**src/rtl/fetch_pc_unit.sv**
```systemverilog
// PC register and fetch control for a 256-word instruction ROM.
// FETCH_HALT_ON_ZERO_EN: stop fetching when the ROM returns a zero word.
module fetch_pc_unit #(
  parameter logic [7:0] RESET_PC = 8'h00
) (
  input  logic        clk,
  input  logic        rst,
  input  logic        stall,
  input  logic        branch_taken,
  input  logic [15:0] branch_offset,
  input  logic        jump,
  input  logic [25:0] jump_target,
  input  logic [31:0] instruction,
  output logic [7:0]  instruction_address,
  output logic [7:0]  pc_plus1,
  output logic [31:0] instr_out,
  output logic        instr_valid,
  output logic        halted,
  output logic        pc_wrapped,
  output logic [15:0] fetch_count
);

  typedef enum logic [1:0] {
    IDLE,
    RUN,
    HALT
  } state_e;

  state_e      state_q;
  logic [7:0]  pc_q;
  logic [7:0]  pc_d;
  logic [7:0]  seq_pc;
  logic        wrap_q;
  logic [15:0] cnt_q;
  logic        zero_word;
  logic        issue;
  logic        unused_bits;

  assign unused_bits = ^{branch_offset[15:8], jump_target[25:8]};

`ifdef FETCH_HALT_ON_ZERO_EN
  assign zero_word = (instruction == 32'h0);
  assign halted    = (state_q == HALT);
`else
  assign zero_word = 1'b0;
  assign halted    = 1'b0;
`endif

  assign seq_pc = pc_q + 8'd1;
  assign issue  = (state_q == RUN) && !stall && !zero_word;

  assign instruction_address = pc_q;
  assign pc_plus1            = seq_pc;
  assign instr_valid         = issue;
  assign instr_out           = issue ? instruction : 32'h0;
  assign pc_wrapped          = wrap_q;
  assign fetch_count         = cnt_q;

  // Jump beats branch; branch offset is relative to PC+1.
  always_comb begin
    pc_d = seq_pc;
    if (jump) begin
      pc_d = jump_target[7:0];
    end else if (branch_taken) begin
      pc_d = seq_pc + branch_offset[7:0];
    end
  end

  always_ff @(posedge clk) begin
    if (rst) begin
      state_q <= IDLE;
      pc_q    <= RESET_PC;
      wrap_q  <= 1'b0;
      cnt_q   <= 16'h0;
    end else begin
      unique case (state_q)
        IDLE: state_q <= RUN;
        RUN: begin
          if (!stall) begin
            if (zero_word) begin
              state_q <= HALT;
            end else begin
              pc_q <= pc_d;
              if (cnt_q != 16'hFFFF) begin
                cnt_q <= cnt_q + 16'd1;
              end
              if (!jump && !branch_taken && pc_q == 8'hFF) begin
                wrap_q <= 1'b1;
              end
            end
          end
        end
        HALT: state_q <= HALT;
        default: state_q <= IDLE;
      endcase
    end
  end

endmodule

```
**config.mk**
```make
export PLATFORM = sky130hd
export DESIGN_NAME = fetch_pc_unit
export DESIGN_NICKNAME = d
export VERILOG_FILES = /design/src/rtl/fetch_pc_unit.sv
export SDC_FILE = /design/constraint.sdc
export NUM_CORES = 1
export LEC_CHECK = 0
export BUFFER_PORTS_ARGS = -buffer_cell sky130_fd_sc_hd__clkbuf_2
export CORE_ASPECT_RATIO = 0.75
export CORE_MARGIN = 2
export CORE_UTILIZATION = 41
export DETAILED_ROUTE_END_ITERATION = 16
export PLACE_DENSITY = 0.81
export SYNTH_ARGS = -nofsm -noshare
export SYNTH_HDL_FRONTEND = slang
export SYNTH_SLANG_ARGS = --single-unit
```
**constraint.sdc**
```tcl
create_clock -name clk -period 2.4 [get_ports clk]
set_input_delay 0.24 -clock clk [delete_from_list [all_inputs] [get_ports clk]]
set_output_delay 0.24 -clock clk [all_outputs]
set_load 0.005 [all_outputs]
```
==> results of run 1 <==
[synth_stat cells (2+ instances only)]
cell,number,area (um^2)
nor4_1,2,12.5
buf_2,3,15.0
xnor2_1,7,61.3
a21oi_1,11,55.1
dfxtp_1,27,541
a21o_1,2,15.0
nor2_1,27,101
nand2b_1,6,37.5
o211ai_1,6,45.0
and2_1,32,200
xor2_1,13,114
nand2_1,15,56.3
o31a_1,2,17.5
clkbuf_1,7,26.3
nand4_1,5,31.3
nor3_1,3,15.0
or3_1,2,12.5
o21ai_1,2,10.0
nand3_1,9,45.0
ha_1,10,125
inv_1,6,22.5
o21ai_0,10,50.1
mux2i_1,5,50.1
nor3b_1,2,15.0
and4_1,5,43.8
nand3b_1,4,30.0
buf_4,2,15.0
a211oi_1,4,30.0
and3_1,2,12.5
[power breakdown]
part	internal (W)	switching [W]
sequential	0.000459	0.0000136
combinational	0.000146	0.000144
clock	0.000118	0.000145
total	0.000723	0.000303
[critical path, cell delays in order, from the launching register on]
cell     delay [ns]
dfxtp_1        0.35
buf_4          0.16
nand2_1        0.07
or3_1          0.33
nand2_1        0.13
ha_1           0.23
o21ai_0        0.10
a221o_1        0.35
o22a_1         0.22
nor4_1         0.23
[state kept, by name, summed over array words and instances (netlist names)]
signal	count
fetch_count	16
instruction_address	8
pc_wrapped	1
state_q	2
[metrics by stage]
step | instance area [um^2] | worst slack, ns | hold slack (ns) | power, W | cells
floorplan | 2040 | 0.0989 | 0.388 | 0.000644 | 255
global placement | 2710 | 0.121 | 0.391 | 0.000762 | 429
detailed placement | 2710 | 0.0584 | 0.398 | 0.000767 | 429
CTS | 2750 | 0.00268 | 0.265 | 0.00103 | 433
global route | 2780 | -0.00687 | 0.311 | 0.00109 | 433
finish | 2780 | 0.138 | 0.277 | 0.00103 | 433
[layout make-up]
cell class	instances	area, um^2
clock buffer	3	41.3
clock inverter	1	7.51
sequential	27	543
timing repair buffer	128	666
inverter	7	30.0
tap	60	75.1
fill	479	2060
multi-input combinational	207	1420
[per-layer routing]
layer / vias to the layer above / global-route usage, %
met5: - / 0
met4: 0 / 2.98
met3: 4 / 3.57
met2: 90 / 35.9
met1: 1063 / 25.9
li1: 1126 / -
[worst paths after layout]
check	from	endpoint	slack, ns	cells after the start
worst max-delay path	instruction_address[0]	instruction_address[7]	0.14	9
worst min-delay path	jump_target[2]	instruction_address[2]	0.28	3
worst max register to register	instruction_address[0]	instruction_address[7]	0.14	9
worst min register to register	state_q[0]	state_q[1]	0.41	1
[cells by family after synthesis]
logic type | Yosys count | synth area share [%]
buffers and inverters | 21 | 4.79
AO/OA/AOI/OAI | 48 | 16.2
multiplexers | 5 | 2.46
adder cells (fa/ha/maj) | 11 | 7.13
other | 1 | 0.184
flip-flops | 27 | 26.6
AND/OR/NAND/NOR | 122 | 34.1
XOR/XNOR | 20 | 8.60
[repair_timing]
| action | in CTS | in global routing |
|---|---|---|
| setup buffers | 0 | 0 |
| resized for setup | 0 | 9 |
| setup endpoints to repair | 0 | 35 |
==> results.py, run 1 <==
metrics = {
    "run_status": {
        "outcome": "complete, no violations",
    },
    "floorplanning": {
        "coreArea_um2": 4840,
        "die_h_um": 65.0,
        "start_util_pct": 42.0,
        "die_w_um": 85.4,
        "num_rows": 22,
        "ios": 146,
        "die_area_um2": 5550,
    },
    "placed_design": {
        "detailedPlacementHpwl_um": 4560,
        "place_congestion": 0.857,
        "portBuffers": 118,
    },
    "global_route": {
        "antenna_found_initial": 0,
        "grtUsageTotal_pct": 20.1,
        "grt_pass1_wl_um": 9080,
        "grt_max_degree": 46,
        "grt_pass1_vias": 1995,
        "overflow": 0,
    },
    "job": {
        "maxCapViolCount": 0,
    },
    "critical_path": {
        "cp_max_fo": 7,
        "arrival_ns": 2.45,
        "crit_required_ns": 2.59,
        "critPathLaunchType": "flip-flop",
        "criticalPathCategory": "flip-flop to flip-flop",
        "endpoint_kind": "flip-flop",
    },
    "clocking": {
        "cts_buffers": 3,
        "clock_latency_ns": 0.27,
        "ctsHoldBuffers": 0,
        "cts_buffer_depth": 2,
        "clk_pin_slew_worst_paths_ns": 0.09,
        "tritoncts": "done",
        "h-tree-depth": 1,
        "cts.sinks": 27,
        "cts_root_buf": "clkbuf_8",
    },
    "synthesis": {
        "synth_area_um2": 2040,
        "yosysSeqAreaShare_pct": 26.6,
        "ys.flop_type": "dfxtp_1",
        "syn_inst": 255,
        "synth.distinct_cells": 53,
        "syn_avg_cell_area_um2": 7.98,
        "async_reset_ff_share_pct": 0,
        "syn_nets": 345,
        "ys.warnings.count": 0,
        "synth_edf_count": 0,
        "synth-seq-cells": 27,
    },
    "power_and_ir_drop": {
        "peakVddDrop_mv": 0.260,
        "leakage_nw": 1.37,
        "p_per_area_nw_per_um2": 369,
    },
    "cells_and_area": {
        "final_common_cell": "clkbuf_2",
        "finish.utilization_pct": 57.4,
        "antennaDiodeCount": 0,
        "final_nets": 464,
        "syn2layout_area_growth_pct": 36.6,
        "layout_common_cells": "clkbuf_2, and2_1, nor2_1",
        "drive_gt1_share_pct": 39.1,
    },
    "sta": {
        "max_freq_mhz": 442,
        "slew_viol_final": 0,
        "worst_pin_slew_ns": 0.577,
        "period_share_pct": 94.3,
        "relSlewSlack_pct": 61.6,
        "fin_crit_ns": 2.26,
        "hold_viol": 0,
        "clock_skew_ns": 0.00251,
        "setup_viol": 0,
        "fin_setup_tns_ns": 0,
    },
    "drt": {
        "num_vias": 2283,
        "routedWlPerCell_um": 13.3,
        "wl_met3_um": 454,
        "via_per_inst": 5.27,
        "top_layer_used": "met4",
        "drtIter0Drc": 102,
        "routed_wl_um": 5750,
        "ant_nets": 0,
        "wl_met1_um": 2500,
        "drc": 0,
        "wl_met2_um": 2760,
        "firstDrtPassIters": 4,
    },
    "min_path": {
        "hold_class": "input pin to flip-flop",
    },
}
Note: power is estimated with default switching activity, not from simulation.
==> run 2, diff against run 1 <==
clock period = 2.1 ns   (was 2.4 ns; I/O delays follow)
==> run 2 against run 1 <==
The run now ends with negative setup slack left. Sequential share of layout area shrank 1.7 points. Final cell count grew 6.9%. Critical endpoint is now instruction_address[5]. Via count up 4.3%. Sequential cell count unchanged. Worst setup slack worse by 0.16 ns.
==> results.py, run 2 (synthesis gave the netlist of run 1 again) <==
metrics = {
    "run_status": {
        "outcome": "finished, violations left",
        "violations": "negative setup slack",
    },
    "power_and_ir_drop": {
        "peakVddDrop_mv": 0.482,
        "p_int_w": 0.000879,
        "p_seq_share_pct": 44.1,
        "power_w": 0.00123,
        "p_sw_share_pct": 28.3,
        "p_clk_share_pct": 23.2,
        "p_per_area_nw_per_um2": 394,
        "p_comb_share_pct": 32.7,
        "switching_power_w": 0.000348,
        "leakage_nw": 1.56,
    },
    "sta": {
        "max_freq_mhz": 471,
        "setup_viol": 1,
        "relSlewSlack_pct": 60.1,
        "worst_pin_slew_ns": 0.598,
        "fin_crit_ns": 2.12,
        "clock_skew_ns": 0.00112,
        "hold_viol": 0,
        "slew_viol_final": 0,
        "setup_ws_ns": -0.0217,
        "period_share_pct": 101,
        "grt_setup_unrepaired": "yes",
    },
    "cells_and_area": {
        "largest_reg_flops": 16,
        "final_common_cell": "clkbuf_2",
        "syn2layout_area_growth_pct": 52.9,
        "drive_gt1_share_pct": 46.9,
        "final_nets": 494,
        "layout_common_cells": "clkbuf_2, buf_4, and2_1",
        "finalNonFillerCells": 463,
        "antennaDiodeCount": 0,
    },
    "drt": {
        "routed_wl_um": 5950,
        "num_vias": 2382,
        "ant_nets": 0,
        "drc": 0,
        "routedWlPerCell_um": 12.9,
        "firstDrtPassIters": 4,
        "drtIter0Drc": 140,
        "via_per_inst": 5.14,
    },
    "placed_design": {
        "detailedPlacementHpwl_um": 4690,
        "place_inst": 454,
        "portBuffers": 118,
        "place_congestion": 0.862,
    },
    "critical_path": {
        "crit_family": "compound AO/OA/AOI/OAI gates",
        "cp_max_fo": 4,
        "criticalPathCategory": "flip-flop to flip-flop",
        "arrival_ns": 2.25,
        "critPathLaunchType": "flip-flop",
        "path_depth": 10,
        "r2r_cells": 10,
        "crit_path_max_incr_delay_ns": 0.37,
        "r2r_slack_ns": -0.02,
        "reg2reg_to": "instruction_address[5]",
        "crit_end": "instruction_address[5]",
        "crit_required_ns": 2.23,
        "endpoint_kind": "flip-flop",
        "path_cells": "ha_4, buf_4, xor2_2, ha_1, o211ai_1, o21ai_2, buf_4, xor2_1, o211ai_1, a21oi_1",
        "cp_num_buf_inv": 2,
        "critical_path.slowest_cell": "dfxtp_4",
        "worstSetupStartpoint": "instruction_address[0]",
        "r2r_start": "instruction_address[0]",
    },
    "min_path": {
        "hold_class": "input pin to flip-flop",
    },
    "clocking": {
        "cts_buffer_depth": 2,
        "h-tree-depth": 1,
        "clock_latency_ns": 0.26,
        "ctsHoldBuffers": 0,
        "tritoncts": "done",
        "cts_root_buf": "clkbuf_8",
        "cts_buffers": 3,
        "cts.sinks": 27,
        "clk_pin_slew_worst_paths_ns": 0.09,
    },
    "global_route": {
        "grtUsageTotal_pct": 20.7,
        "grt_pass1_vias": 2140,
        "grt_pass1_wl_um": 9450,
        "antenna_found_initial": 0,
        "grt_max_degree": 30,
        "overflow": 0,
    },
    "job": {
        "maxCapViolCount": 0,
    },
    "floorplanning": {
        "start_util_pct": 42.0,
        "die_w_um": 85.4,
        "num_rows": 22,
        "die_h_um": 65.0,
        "coreArea_um2": 4840,
        "ios": 146,
        "die_area_um2": 5550,
    },
}
## run 2: area by class of cell
type	count	area [um^2]
Timing Repair Buffer	158	903
Inverter	7	30.0
Clock buffer	4	45.0
Multi-Input combinational cell	207	1500
Tap cell	60	75.1
Fill cell	438	1730
Sequential cell	27	556
## run 2: power groups by stage
stage          logic, W  clock network (W)  registers [W]
2_1_floorplan  0.000191                  0       0.000557
3_3_place_gp   0.000372                  0       0.000554
3_5_place_dp   0.000379                  0       0.000554
4_1_cts        0.000397           0.000293       0.000541
5_1_grt        0.000441           0.000305       0.000543
6_report       0.000401           0.000285       0.000541
## run 2: worst reg2reg max path, cell delays in order, from the launching register on
cell      delay, ns
dfxtp_4        0.37
ha_4           0.17
buf_4          0.13
xor2_2         0.14
ha_1           0.30
o211ai_1       0.21
o21ai_2        0.12
buf_4          0.15
xor2_1         0.14
o211ai_1       0.16
a21oi_1        0.09
## run 2: worst min path at each step
| stage | cells after the start | endpoint | slack, ns | from |
|---|---|---|---|---|
| 2_1_floorplan | 1 | state_q[1] | 0.39 | state_q[0] |
| 3_3_place_gp | 1 | state_q[1] | 0.39 | state_q[0] |
| 3_5_place_dp | 1 | state_q[1] | 0.41 | state_q[0] |
| 4_1_cts | 3 | instruction_address[2] | 0.24 | jump_target[2] |
| 5_1_grt | 3 | instruction_address[2] | 0.27 | jump_target[2] |
| 6_report | 3 | instruction_address[2] | 0.26 | jump_target[2] |
## run 2: timing repair
action / 4_1_cts / 5_1_grt
gates resized for setup: 11 / 2
buffers inserted: 3 / 2
pin swaps: 6 / 2
endpoints found under the setup margin: 4 / 26
## run 2: routing by layer
metal | global-route usage, % | share of wire, %
met1 | 26.4 | 42
met2 | 37.4 | 49
met3 | 3.18 | 7.7
met4 | 3.17 | 1.1
met5 | 0 | 0
## run 2: metrics by stage
step           setup WS, ns  TNS, ns  utilization, %  hold slack (ns)  cell area, um^2
2_1_floorplan       0.00525        0               -            0.388             2120
3_3_place_gp        -0.0545   -0.128            61.6            0.395             2990
3_5_place_dp         -0.112   -0.251            61.6            0.411             2990
4_1_cts            0.000496        0            63.7            0.240             3090
5_1_grt              -0.145   -0.448            64.2            0.267             3110
6_report            -0.0217  -0.0217            64.2            0.256             3110
==> run 3, diff against run 2 <==
==> constraint.sdc (replaced) <==
create_clock -name clk -period 2.1 [get_ports clk]
set_input_delay 0.315 -clock clk [delete_from_list [all_inputs] [get_ports clk]]
set_output_delay 0.315 -clock clk [all_outputs]
set_load 0.005 [all_outputs]
==> run 3 against run 2 <==
The run still ends with negative setup slack left. Sequential share of layout area down 0.48 points. Global-route usage up 1.7 points. Clock skew up 0.0052 ns. Sequential cell count unchanged. First-iteration DRC count down 21%. Combinational power up 6.5%. Total power up 2.8%. Die area unchanged. Critical path depth unchanged. Critical path type unchanged.
==> results.py, run 3 (synthesis gave the netlist of run 1 again) <==
metrics = {
    "placed_design": {
        "postPlaceCellArea_um2": 2970,
        "place_inst": 454,
        "portBuffers": 118,
        "pre_cts_ws_ns": -0.119,
        "detailedPlacementHpwl_um": 4840,
        "place_congestion": 0.841,
    },
    "cells_and_area": {
        "final_common_cell": "clkbuf_2",
        "drive_gt1_share_pct": 49.3,
        "largest_reg_flops": 16,
        "finish.utilization_pct": 66.0,
        "antennaDiodeCount": 0,
        "fin_area_um2": 3200,
        "fillers": 420,
        "layout_common_cells": "clkbuf_2, buf_4, and2_1",
        "syn2layout_area_growth_pct": 57.0,
        "finalNonFillerCells": 464,
        "final_nets": 495,
    },
    "critical_path": {
        "critical_path.slowest_cell": "dfxtp_4",
        "worstSetupStartpoint": "instruction_address[1]",
        "crit_path_max_incr_delay_ns": 0.38,
        "cp_max_fo": 4,
        "r2r_start": "instruction_address[1]",
        "reg2reg_to": "instruction_address[7]",
        "crit_end": "instruction_address[7]",
        "crit_required_ns": 2.29,
        "criticalPathCategory": "flip-flop to flip-flop",
        "cp_common_cell": "ha_4",
        "r2r_cells": 10,
        "r2r_slack_ns": -0.02,
        "path_cells": "ha_4, buf_6, nand2_4, xnor2_4, ha_4, nand2_2, nand2b_1, a221o_1, o22a_1, nor4_2",
        "arrival_ns": 2.30,
        "critPathLaunchType": "flip-flop",
        "endpoint_kind": "flip-flop",
    },
    "floorplanning": {
        "coreArea_um2": 4840,
        "start_util_pct": 42.0,
        "ios": 146,
        "num_rows": 22,
        "die_area_um2": 5550,
        "die_h_um": 65.0,
        "die_w_um": 85.4,
    },
    "sta": {
        "grt_setup_unrepaired": "yes",
        "fin_crit_ns": 2.12,
        "relSlewSlack_pct": 58.2,
        "hold_viol": 0,
        "worst_pin_slew_ns": 0.627,
        "setup_viol": 1,
        "setup_ws_ns": -0.0178,
        "slew_viol_final": 0,
        "max_freq_mhz": 472,
        "clock_skew_ns": 0.00637,
        "period_share_pct": 101,
    },
    "run_status": {
        "violations": "negative setup slack",
        "outcome": "finished, violations left",
    },
    "global_route": {
        "antenna_found_initial": 0,
        "grt_pass1_vias": 2195,
        "grtUsageTotal_pct": 22.4,
        "overflow": 0,
        "grt_pass1_wl_um": 10000,
        "grt_max_degree": 35,
    },
    "clocking": {
        "clk_pin_slew_worst_paths_ns": 0.09,
        "h-tree-depth": 1,
        "clock_latency_ns": 0.27,
        "tritoncts": "done",
        "cts_buffer_depth": 2,
        "cts_buffers": 3,
        "cts_root_buf": "clkbuf_8",
        "cts.sinks": 27,
    },
    "drt": {
        "num_vias": 2431,
        "routed_wl_um": 6340,
        "firstDrtPassIters": 5,
        "ant_nets": 0,
        "drc": 0,
        "routedWlPerCell_um": 13.7,
        "via_per_inst": 5.24,
        "drtIter0Drc": 110,
    },
    "power_and_ir_drop": {
        "p_per_area_nw_per_um2": 395,
        "leakage_nw": 1.58,
        "peakVddDrop_mv": 0.317,
    },
    "job": {
        "maxCapViolCount": 0,
    },
    "min_path": {
        "hold_class": "input pin to flip-flop",
        "hold_depth": 3,
    },
}
==> run 3: how the worst min path moves through the flow <==
| stage | slack [ns] | from | end |
|---|---|---|---|
| floorplan | 0.39 | state_q[0] | state_q[1] |
| global placement | 0.39 | state_q[0] | state_q[1] |
| detailed placement | 0.40 | state_q[0] | state_q[1] |
| CTS | 0.35 | jump_target[2] | instruction_address[2] |
| global route | 0.38 | jump_target[4] | instruction_address[4] |
| finish | 0.35 | jump_target[2] | instruction_address[2] |
==> run 3: per-layer routing <==
layer	share of wire, %	vias up	GRT usage (%)
met5	0	-	0
met3	7.9	6	4.20
met1	40	1119	27.3
li1	-	1197	-
met4	0.98	0	5.56
met2	51	109	40.5
==> run 3: repair_timing <==
item / in CTS / in global routing
gates cloned: 0 / 0
pin swaps: 7 / 14
endpoints found under the hold margin: 0 / 0
resized for setup: 13 / 12
endpoints found under the setup margin: 20 / 4
buffers inserted: 2 / 4
hold buffers: 0 / 0
==> run 3: final cells by class <==
class | count | area, um^2 | share of cell area, %
multi-input combinational | 207 | 1590 | 49.8
sequential | 27 | 556 | 17.4
clock inverter | 1 | 5.00 | 0.157
tap | 60 | 75.1 | 2.35
inverter | 7 | 26.3 | 0.822
clock buffer | 3 | 41.3 | 1.29
timing repair buffer | 159 | 902 | 28.2
==> run 3: power breakdown <==
| part | total, W | switching, W | internal [W] |
|---|---|---|---|
| registers | 0.000543 | 0.0000189 | 0.000524 |
| logic | 0.000427 | 0.000195 | 0.000232 |
| clock network | 0.000292 | 0.000159 | 0.000133 |
==> run 3: critical path, delay by kind of cell, from the launching register on <==
family | cells | cell delay [ns]
adders and majority gates | 2 | 0.42
xor gates and xnor gates | 1 | 0.18
and+or+nand+nor | 4 | 0.36
buffers and inverters | 1 | 0.11
AOI/OAI and AO/OA | 2 | 0.57
DFF | 1 | 0.38
==> run 3: per-stage QoR <==
| step | hold WS [ns] | TNS (ns) | power (W) |
|---|---|---|---|
| after detailed placement | 0.403 | -0.323 | 0.000937 |
| after CTS | 0.346 | 0 | 0.00124 |
| final | 0.346 | -0.0178 | 0.00126 |
| after floorplan | 0.388 | 0 | 0.000748 |
| after global routing | 0.384 | -0.336 | 0.00133 |
| after global placement | 0.394 | -0.143 | 0.000924 |
